### src/rtl/ysyx_22050710_mdu_ctrl_pkg.sv
// Shared definitions for the M-extension sequencer:
// widths, ALUctr codes, FSM states, sign-extension helper.
package ysyx_22050710_mdu_ctrl_pkg;

  localparam int XLEN  = 64;
  localparam int CNT_W = 7;

  localparam logic [4:0] OP_MUL    = 5'b01010;
  localparam logic [4:0] OP_MULH   = 5'b11001;
  localparam logic [4:0] OP_MULHSU = 5'b11010;
  localparam logic [4:0] OP_MULHU  = 5'b11011;
  localparam logic [4:0] OP_DIV    = 5'b01011;
  localparam logic [4:0] OP_DIVU   = 5'b01100;
  localparam logic [4:0] OP_REM    = 5'b01101;
  localparam logic [4:0] OP_REMU   = 5'b01110;

  typedef enum logic [1:0] {
    ST_IDLE = 2'd0,
    ST_CALC = 2'd1,
    ST_DONE = 2'd2
  } state_e;

  function automatic logic [XLEN-1:0] sext32(
    input logic [31:0] v
  );
    return {{(XLEN-32){v[31]}}, v};
  endfunction

endpackage

### src/rtl/ysyx_22050710_mdu_ctrl_if.sv
// Request/response bundle between EXU and the MDU.
// Names follow the sequencer's port list.
interface ysyx_22050710_mdu_ctrl_if;
  import ysyx_22050710_mdu_ctrl_pkg::*;

  logic            i_valid;
  logic            o_ready;
  logic [4:0]      i_ALUctr;
  logic            i_word_cut;
  logic [XLEN-1:0] i_src1;
  logic [XLEN-1:0] i_src2;
  logic            i_flush;
  logic            o_out_valid;
  logic            i_out_ready;
  logic [XLEN-1:0] o_result;
  logic            o_busy;

  modport master (
    output i_valid, i_ALUctr, i_word_cut,
    output i_src1, i_src2, i_flush, i_out_ready,
    input  o_ready, o_out_valid, o_result, o_busy
  );

  modport slave (
    input  i_valid, i_ALUctr, i_word_cut,
    input  i_src1, i_src2, i_flush, i_out_ready,
    output o_ready, o_out_valid, o_result, o_busy
  );

endinterface

### src/rtl/ysyx_22050710_mdu_iter.sv
// One-bit-per-cycle datapath: shift-add multiply or
// restoring shift-subtract divide on unsigned magnitudes.
module ysyx_22050710_mdu_iter
  import ysyx_22050710_mdu_ctrl_pkg::*;
(
  input  logic            clk_i,
  input  logic            rst_i,
  input  logic            load_i,
  input  logic            step_i,
  input  logic            div_i,
  input  logic [XLEN-1:0] lo_i,
  input  logic [XLEN-1:0] op_i,
  output logic [XLEN-1:0] nhi_o,
  output logic [XLEN-1:0] nlo_o
);

  logic [XLEN-1:0] hi_q, lo_q, op_q;
  logic [XLEN-1:0] hi_d, lo_d;
  logic            div_q;
  logic [XLEN:0]   sum, rs, diff;
  logic            ge;

  // Single step: add-then-shift-right, or shift-left-then-trial-subtract
  always_comb begin
    sum  = {1'b0, hi_q} + (lo_q[0] ? {1'b0, op_q} : '0);
    rs   = {hi_q, lo_q[XLEN-1]};
    diff = rs - {1'b0, op_q};
    ge   = ~diff[XLEN];
    hi_d = sum[XLEN:1];
    lo_d = {sum[0], lo_q[XLEN-1:1]};
    if (div_q) begin
      hi_d = ge ? diff[XLEN-1:0] : rs[XLEN-1:0];
      lo_d = {lo_q[XLEN-2:0], ge};
    end
  end

  // Partial/operand registers: load on accept, advance while stepping
  always_ff @(posedge clk_i) begin
    if (rst_i) begin
      hi_q  <= '0;
      lo_q  <= '0;
      op_q  <= '0;
      div_q <= 1'b0;
    end else if (load_i) begin
      hi_q  <= '0;
      lo_q  <= lo_i;
      op_q  <= op_i;
      div_q <= div_i;
    end else if (step_i) begin
      hi_q  <= hi_d;
      lo_q  <= lo_d;
    end
  end

  assign nhi_o = hi_d;
  assign nlo_o = lo_d;

endmodule

### src/rtl/ysyx_22050710_mdu_ctrl.sv
// M-extension sequencer: FSM, sign handling, fast paths.
// YSYX_22050710_MDU_WORD_FAST_EN: W ops iterate 32 steps.
module ysyx_22050710_mdu_ctrl
  import ysyx_22050710_mdu_ctrl_pkg::*;
(
  input logic i_clk,
  input logic i_rst,
  ysyx_22050710_mdu_ctrl_if.slave bus
);

  localparam int PW = 2 * XLEN;

  state_e           state_q, state_d;
  logic [CNT_W-1:0] cnt_q, cnt_d;
  logic [XLEN-1:0]  result_q, result_d;
  logic             load, step, last;

  logic is_mul, is_div, is_mdu, is_rem;
  logic hi_sel, sgn_a, sgn_b, word, wf;
  logic neg_a, neg_b, neg_r;
  logic div0, ovf, fast;
  logic [XLEN-1:0] a_ext, b_ext, mag_a, mag_b;
  logic [XLEN-1:0] min_v, fast_raw, fast_val;
  logic [XLEN-1:0] lo_init, op_init;

  logic hi_sel_q, div_q, rem_q;
  logic word_q, wf_q, neg_q;

  logic [XLEN-1:0] nh, nl;
  logic [PW-1:0]   prod, prod_a, prod_s;
  logic [XLEN-1:0] mul_r, dv, dv_s, raw, fin;

  // Decode the ALUctr code into operation class and signedness
  always_comb begin
    is_mul = 1'b0;
    is_div = 1'b0;
    is_rem = 1'b0;
    hi_sel = 1'b0;
    sgn_a  = 1'b0;
    sgn_b  = 1'b0;
    case (bus.i_ALUctr)
      OP_MUL:    is_mul = 1'b1;
      OP_MULH: begin
        is_mul = 1'b1;
        hi_sel = 1'b1;
        sgn_a  = 1'b1;
        sgn_b  = 1'b1;
      end
      OP_MULHSU: begin
        is_mul = 1'b1;
        hi_sel = 1'b1;
        sgn_a  = 1'b1;
      end
      OP_MULHU: begin
        is_mul = 1'b1;
        hi_sel = 1'b1;
      end
      OP_DIV: begin
        is_div = 1'b1;
        sgn_a  = 1'b1;
        sgn_b  = 1'b1;
      end
      OP_DIVU:   is_div = 1'b1;
      OP_REM: begin
        is_div = 1'b1;
        is_rem = 1'b1;
        sgn_a  = 1'b1;
        sgn_b  = 1'b1;
      end
      OP_REMU: begin
        is_div = 1'b1;
        is_rem = 1'b1;
      end
      default: ;
    endcase
  end

  assign is_mdu = is_mul | is_div;
  assign word   = bus.i_word_cut;

`ifdef YSYX_22050710_MDU_WORD_FAST_EN
  assign wf = word;
`else
  assign wf = 1'b0;
`endif

  // Operand extension, magnitudes and fast-path detection
  always_comb begin
    a_ext = bus.i_src1;
    b_ext = bus.i_src2;
    if (word) begin
      a_ext = sgn_a ? sext32(bus.i_src1[31:0])
                    : {32'b0, bus.i_src1[31:0]};
      b_ext = sgn_b ? sext32(bus.i_src2[31:0])
                    : {32'b0, bus.i_src2[31:0]};
    end
    neg_a = sgn_a & a_ext[XLEN-1];
    neg_b = sgn_b & b_ext[XLEN-1];
    mag_a = neg_a ? -a_ext : a_ext;
    mag_b = neg_b ? -b_ext : b_ext;
    neg_r = is_rem ? neg_a : (neg_a ^ neg_b);
    min_v = word ? {{(XLEN-31){1'b1}}, 31'b0}
                 : {1'b1, {(XLEN-1){1'b0}}};
    div0  = is_div & (b_ext == '0);
    ovf   = is_div & sgn_a & (a_ext == min_v)
          & (b_ext == '1);
    fast  = ~is_mdu | div0 | ovf;
    fast_raw = '0;
    if (div0)
      fast_raw = is_rem ? a_ext : '1;
    else if (ovf)
      fast_raw = is_rem ? '0 : a_ext;
    fast_val = word ? sext32(fast_raw[31:0]) : fast_raw;
    if (is_div) begin
      lo_init = wf ? {mag_a[31:0], 32'b0} : mag_a;
      op_init = mag_b;
    end else begin
      lo_init = wf ? {32'b0, mag_b[31:0]} : mag_b;
      op_init = mag_a;
    end
  end

  // Sign fix-up and result selection from the final step
  always_comb begin
    prod   = {nh, nl};
    prod_a = wf_q ? {32'b0, prod[PW-1:32]} : prod;
    prod_s = neg_q ? -prod_a : prod_a;
    mul_r  = hi_sel_q ? prod_s[PW-1:XLEN]
                      : prod_s[XLEN-1:0];
    dv     = rem_q ? nh : nl;
    dv_s   = neg_q ? -dv : dv;
    raw    = div_q ? dv_s : mul_r;
    fin    = word_q ? sext32(raw[31:0]) : raw;
  end

  assign last = (cnt_q == (wf_q ? CNT_W'(31)
                                : CNT_W'(XLEN-1)));

  // Next-state, counter and result update; flush wins
  always_comb begin
    state_d  = state_q;
    cnt_d    = cnt_q;
    result_d = result_q;
    load     = 1'b0;
    step     = 1'b0;
    unique case (state_q)
      ST_IDLE: begin
        if (bus.i_valid) begin
          load  = 1'b1;
          cnt_d = '0;
          if (fast) begin
            state_d  = ST_DONE;
            result_d = fast_val;
          end else begin
            state_d  = ST_CALC;
          end
        end
      end
      ST_CALC: begin
        step  = 1'b1;
        cnt_d = cnt_q + CNT_W'(1);
        if (last) begin
          state_d  = ST_DONE;
          cnt_d    = '0;
          result_d = fin;
        end
      end
      ST_DONE: begin
        if (bus.i_out_ready) begin
          state_d  = ST_IDLE;
          result_d = '0;
        end
      end
      default: state_d = ST_IDLE;
    endcase
    if (bus.i_flush) begin
      state_d  = ST_IDLE;
      cnt_d    = '0;
      result_d = '0;
      load     = 1'b0;
      step     = 1'b0;
    end
  end

  // FSM, counter and result registers
  always_ff @(posedge i_clk) begin
    if (i_rst) begin
      state_q  <= ST_IDLE;
      cnt_q    <= '0;
      result_q <= '0;
    end else begin
      state_q  <= state_d;
      cnt_q    <= cnt_d;
      result_q <= result_d;
    end
  end

  // Per-operation attributes captured at accept
  always_ff @(posedge i_clk) begin
    if (i_rst) begin
      hi_sel_q <= 1'b0;
      div_q    <= 1'b0;
      rem_q    <= 1'b0;
      word_q   <= 1'b0;
      wf_q     <= 1'b0;
      neg_q    <= 1'b0;
    end else if (load) begin
      hi_sel_q <= hi_sel;
      div_q    <= is_div;
      rem_q    <= is_rem;
      word_q   <= word;
      wf_q     <= wf;
      neg_q    <= neg_r;
    end
  end

  ysyx_22050710_mdu_iter u_iter (
    .clk_i  (i_clk),
    .rst_i  (i_rst),
    .load_i (load),
    .step_i (step),
    .div_i  (is_div),
    .lo_i   (lo_init),
    .op_i   (op_init),
    .nhi_o  (nh),
    .nlo_o  (nl)
  );

  assign bus.o_ready     = (state_q == ST_IDLE);
  assign bus.o_busy      = (state_q != ST_IDLE);
  assign bus.o_out_valid = (state_q == ST_DONE);
  assign bus.o_result    = result_q;

endmodule

### src/flat_wrapper.sv
// flat-port wrapper written by rule: the top's interface ports become plain ports
module ysyx_22050710_mdu_ctrl_flat import ysyx_22050710_mdu_ctrl_pkg::*;
  (i_clk, i_rst, bus_i_valid, bus_i_ALUctr, bus_i_word_cut, bus_i_src1, bus_i_src2, bus_i_flush, bus_i_out_ready, bus_o_ready, bus_o_out_valid, bus_o_result, bus_o_busy);
  ysyx_22050710_mdu_ctrl_if bus_i ();
  input logic i_clk;
  input logic i_rst;
  input wire logic [$bits(bus_i.i_valid)-1:0] bus_i_valid;
  input wire logic [$bits(bus_i.i_ALUctr)-1:0] bus_i_ALUctr;
  input wire logic [$bits(bus_i.i_word_cut)-1:0] bus_i_word_cut;
  input wire logic [$bits(bus_i.i_src1)-1:0] bus_i_src1;
  input wire logic [$bits(bus_i.i_src2)-1:0] bus_i_src2;
  input wire logic [$bits(bus_i.i_flush)-1:0] bus_i_flush;
  input wire logic [$bits(bus_i.i_out_ready)-1:0] bus_i_out_ready;
  output wire logic [$bits(bus_i.o_ready)-1:0] bus_o_ready;
  output wire logic [$bits(bus_i.o_out_valid)-1:0] bus_o_out_valid;
  output wire logic [$bits(bus_i.o_result)-1:0] bus_o_result;
  output wire logic [$bits(bus_i.o_busy)-1:0] bus_o_busy;
  assign bus_i.i_valid = bus_i_valid;
  assign bus_i.i_ALUctr = bus_i_ALUctr;
  assign bus_i.i_word_cut = bus_i_word_cut;
  assign bus_i.i_src1 = bus_i_src1;
  assign bus_i.i_src2 = bus_i_src2;
  assign bus_i.i_flush = bus_i_flush;
  assign bus_i.i_out_ready = bus_i_out_ready;
  assign bus_o_ready = bus_i.o_ready;
  assign bus_o_out_valid = bus_i.o_out_valid;
  assign bus_o_result = bus_i.o_result;
  assign bus_o_busy = bus_i.o_busy;
  ysyx_22050710_mdu_ctrl u_core (.i_clk(i_clk), .i_rst(i_rst), .bus(bus_i));
endmodule
### config.mk
export PLATFORM = sky130hd
export DESIGN_NAME = ysyx_22050710_mdu_ctrl_flat
export DESIGN_NICKNAME = d
export VERILOG_FILES = /design/src/rtl/ysyx_22050710_mdu_ctrl_pkg.sv /design/src/rtl/ysyx_22050710_mdu_ctrl_if.sv /design/src/rtl/ysyx_22050710_mdu_iter.sv /design/src/rtl/ysyx_22050710_mdu_ctrl.sv /design/src/flat_wrapper.sv
export SDC_FILE = /design/constraint.sdc
export NUM_CORES = 2
export LEC_CHECK = 0
export CAP_MARGIN = 0
export CORE_AREA = 2 2 179 312
export DETAILED_ROUTE_END_ITERATION = 10
export DIE_AREA = 0 0 181 314
export PLACE_DENSITY_LB_ADDON = 0.3
export REMOVE_ABC_BUFFERS = 1
export SLEW_MARGIN = 0
export SYNTH_ARGS = -nofsm -noshare
export SYNTH_HDL_FRONTEND = slang
export SYNTH_HIERARCHICAL = 1
export SYNTH_SLANG_ARGS = --single-unit
### constraint.sdc
create_clock -name i_clk -period 8.6 [get_ports i_clk]
set_clock_uncertainty 0.05 [all_clocks]
set_input_delay 1.72 -clock i_clk [delete_from_list [all_inputs] [get_ports i_clk]]
set_output_delay 1.72 -clock i_clk [all_outputs]
set_load 0.01 [all_outputs]
==> results.json, run 1 <==
{
  "run_status": "aborted with a tool error",
  "outcome.stop_stage": "global routing",
  "firstError": "[ERROR GRT-0116] Global routing finished with congestion. Check the congestion regions in the DRC Viewer.",
  "synth_common_cells": "nor2_1, nand2_1, a21oi_1",
  "grt_use_total": 0.686,
  "synth_top_cell_area_share": 0.151,
  "cts_root_buf": "clkbuf_16",
  "netlist_area_um2": 36000,
  "die_h_um": 314,
  "avgSynthCellArea_um2": 6.83,
  "synth_most_common_cell": "nor2_1",
  "holdBufCountCts": 0,
  "grt_max_degree": 154,
  "dp_hpwl_mm": 133,
  "die_w_um": 181,
  "ys_seq_area_frac": 0.151,
  "initial_core_util": 0.663,
  "clk_path_buf_depth": 3,
  "ys_seq_elements": 271,
  "yosys-top-cells-area": "dfxtp_1, mux2i_1, nor2_1",
  "cts.htree.levels": 1,
  "cts_num_sinks": 271,
  "grt_pass1_wl_mm": 302,
  "cts_setup_buffers": 0,
  "async_flop_share": 0,
  "postCtsResizedCells": 0,
  "ys_warn_count": 6,
  "cts_made_buffers": 29,
  "yosysUniqueCellTypes": 117,
  "grt_overflow": 156,
  "syn_inst": 5265,
  "ys.flop_type": "dfxtp_1",
  "place_congestion": 1.18,
  "grt_pass1_vias": 46800,
  "synth-edff-count": 0,
  "io_pins": 206,
  "yosysTopAreaCell": "dfxtp_1",
  "row_count": 113,
  "port_buffers": 205,
  "placed_area_um2": 38300
}
## through the flow
| step | util | hold slack [ns] | setup TNS [ns] | std cells | setup slack (ns) |
|---|---|---|---|---|---|
| after floorplan | - | 0.357 | -399.03 | 4862 | -4.52 |
| after global placement | 0.705 | 0.363 | 0 | 5873 | 0.677 |
| after CTS | 0.724 | 0.395 | 0 | 5927 | 0.814 |
| after detailed placement | 0.705 | 0.376 | 0 | 5874 | 0.876 |
## cell families after synthesis
kind of cell,share of synthesized area
xor gates and xnor gates,0.0679
and+or+nand+nor,0.280
DFF,0.151
buffers and inverters,0.0645
AOI/OAI and AO/OA,0.283
adders and majority gates,0.0491
muxes,0.105
## per-layer routing
metal | GRT usage | GRT overflow
met5 | 0.0587 | 0
met4 | 0.720 | 78
met3 | 0.417 | 1
met2 | 0.926 | 76
met1 | 0.697 | 1
==> run 2: changes to the inputs <==
CORE_AREA = 2 2 303 305   (was 2 2 179 312)
DIE_AREA = 0 0 305 307   (was 0 0 181 314)
PLACE_DENSITY_LB_ADDON = 0.15   (was 0.3)
==> run 2 against run 1 <==
  * The flow now finishes, with violations (capacitance limit)
  * Synthesized cell count did not move
  * Area after synthesis did not move
==> results.json, run 2 <==
{
  "clk_latency_ns": 0.63,
  "critPathMostFrequentCell": "o21ai_1",
  "crit_path_max_incr_delay_ns": 1.22,
  "drive_gt1_frac": 0.0758,
  "drtIter0Drc": 5471,
  "final_common_cell": "nor2_1",
  "crit_path_end_kind": "flip-flop",
  "timing.setup.tns_ns": 0,
  "final_cell_mix": "nor2_1, nand2_1, a21oi_1",
  "holdWs_ns": 0.380,
  "arrival_ns": 8.36,
  "drv_cap": 1,
  "netlist_area_um2": 36000,
  "port_buffers": 205,
  "grt_pass1_vias": 39600,
  "ys_warn_count": 6,
  "hold_path.class": "flip-flop to flip-flop",
  "synth_common_cells": "nor2_1, nand2_1, a21oi_1",
  "syn_inst": 5265,
  "synth-edff-count": 0,
  "dp_hpwl_mm": 147,
  "start_kind": "flip-flop",
  "async_flop_share": 0,
  "cp_cell_sequence": "inv_1 -> ha_1 -> fa_1 -> nand2b_1 -> a21oi_1 -> o21ai_1 -> o211ai_1 -> o21ai_1 -> a31oi_4 -> xor2_4 -> nand2_1 -> o211ai_1 -> o21ai_1 -> nor4_1 -> nand4_1 -> or4_1 -> nor3_2 -> mux2_2 -> a41oi_4 -> buf_4 -> o221ai_1 -> a31oi_1",
  "fillCellCount": 9531,
  "postCtsResizedCells": 0,
  "ant_nets": 0,
  "ys_seq_elements": 271,
  "row_count": 111,
  "avgSynthCellArea_um2": 6.83,
  "slew_headroom": 0.0197,
  "viasPerCell": 6.69,
  "detail_route.wl_per_cell_um": 29.8,
  "place_congestion": 1.02,
  "drv_slew": 0,
  "drcViolationCount": 0,
  "power-per-cell-area_nw_per_um2": 130,
  "cts_setup_buffers": 0,
  "fin_cells": 6462,
  "grt_pass1_wl_mm": 276,
  "final_net_count": 5524,
  "holdBufCountCts": 0,
  "antenna_found_initial": 3,
  "grt_overflow": 0,
  "dp.cells": 6389,
  "io_pins": 206,
  "die_h_um": 307,
  "vias": 43200,
  "critPathKind": "flip-flop to flip-flop",
  "run_status": "finished with violations",
  "die_area_um2": 93600,
  "clk_path_buf_depth": 3,
  "path_max_fanout": 19,
  "cp_data_required_time_ns": 9.09,
  "cts_root_buf": "clkbuf_16",
  "yosys-top-cells-area": "dfxtp_1, mux2i_1, nor2_1",
  "initial_core_util": 0.397,
  "cts_num_sinks": 271,
  "syn2layout_area_growth_pct": 12.4,
  "tightest_slew_ns": 1.46,
  "firstDrtPassIters": 8,
  "min_period_ns": 7.87,
  "die_w_um": 305,
  "leakagePower_nw": 15.4,
  "cts_tree": "done",
  "fin_util": 0.446,
  "cts_made_buffers": 40,
  "setup_viol": 0,
  "synth_most_common_cell": "nor2_1",
  "rsz0062_at_grt": "false",
  "synth_top_cell_area_share": 0.151,
  "fmax_mhz": 127,
  "core_area_um2": 90700,
  "drt-total-wl_mm": 193,
  "grt_use_total": 0.393,
  "critPathBufInv": 2,
  "vdd_ir_drop_max_mv": 0.139,
  "ys.flop_type": "dfxtp_1",
  "grt_max_degree": 176,
  "ys_seq_area_frac": 0.151,
  "cts.htree.levels": 2,
  "yosysTopAreaCell": "dfxtp_1",
  "cp_slowest_cell": "nor4_1",
  "cp_top_family": "simple AND/OR/NAND/NOR gates",
  "clkSlewWorstSetupHoldPaths_ns": 0.06,
  "violations": "capacitance limit",
  "final.period_utilization": 0.915,
  "yosysUniqueCellTypes": 117,
  "hold_viol_final": 0
}
-- run 2: cell counts after synthesis --
Identical to the previous run, type by type.
-- run 2: cell families after synthesis --
group                      synth area share
xor gates and xnor gates             0.0679
and+or+nand+nor                       0.280
DFF                                   0.151
muxes                                 0.105
AOI/OAI and AO/OA                     0.283
buffers and inverters                0.0645
adders and majority gates            0.0491
-- run 2: worst paths after layout --
kind,startpoint,end,slack (ns),cells after the start
min reg2reg,u_core/cnt_q[6]$_SDFFE_PP0P_,u_core/cnt_q[6]$_SDFFE_PP0P_,0.38,2
min,u_core/cnt_q[6]$_SDFFE_PP0P_,u_core/cnt_q[6]$_SDFFE_PP0P_,0.38,2
max reg2reg,u_core/u_iter/lo_q[63]$_SDFFE_PP0P_,u_core/bus.o_result[52]$_SDFFE_PP0P_,0.73,22
max,u_core/u_iter/lo_q[63]$_SDFFE_PP0P_,u_core/bus.o_result[52]$_SDFFE_PP0P_,0.73,22
-- run 2: worst min-delay path, delay by kind of cell, from the launching register on --
kind	cells	cell delay, ns
flops	1	0.31
simple gates	2	0.08
-- run 2: area by class of cell --
cell class              count  area (um^2)  area share
multi-input cells        4406        28300       0.701
flip-flops and latches    271         5440       0.135
repair buffers            341         3100      0.0767
well taps                1186         1480      0.0367
clock buffers              55         1150      0.0284
inverters                 185          696      0.0172
clock inverters            16          204     0.00504
diodes                      2         5.00    0.000124
-- run 2: where the power goes --
group	internal (mW)	switching (mW)	leakage [nW]	total, mW
combinational	0.668	1.43	12.5	2.10
clock	1.03	0.752	0.661	1.78
sequential	1.31	0.0507	2.20	1.36
total	3.00	2.23	15.4	5.24
-- run 2: routing by layer --
metal	wire (um)	vias up	share of wire	track usage
met5	13	-	0.000067	0
met3	18700	587	0.097	0.0671
met2	79200	2677	0.41	0.581
li1	-	19400	-	-
met1	78400	20500	0.41	0.514
met4	16500	2	0.086	0.286
-- run 2: stage by stage --
step	cell area (um^2)	worst slack, ns	power, mW
after CTS	40400	0.968	5.18
after floorplan	34400	-4.52	2.55
after detailed placement	39100	1.01	3.39
after global placement	39100	0.623	3.40
after global routing	40400	0.567	5.40
final	40400	0.730	5.24
No activity file was read; power rests on OpenSTA's default activity.
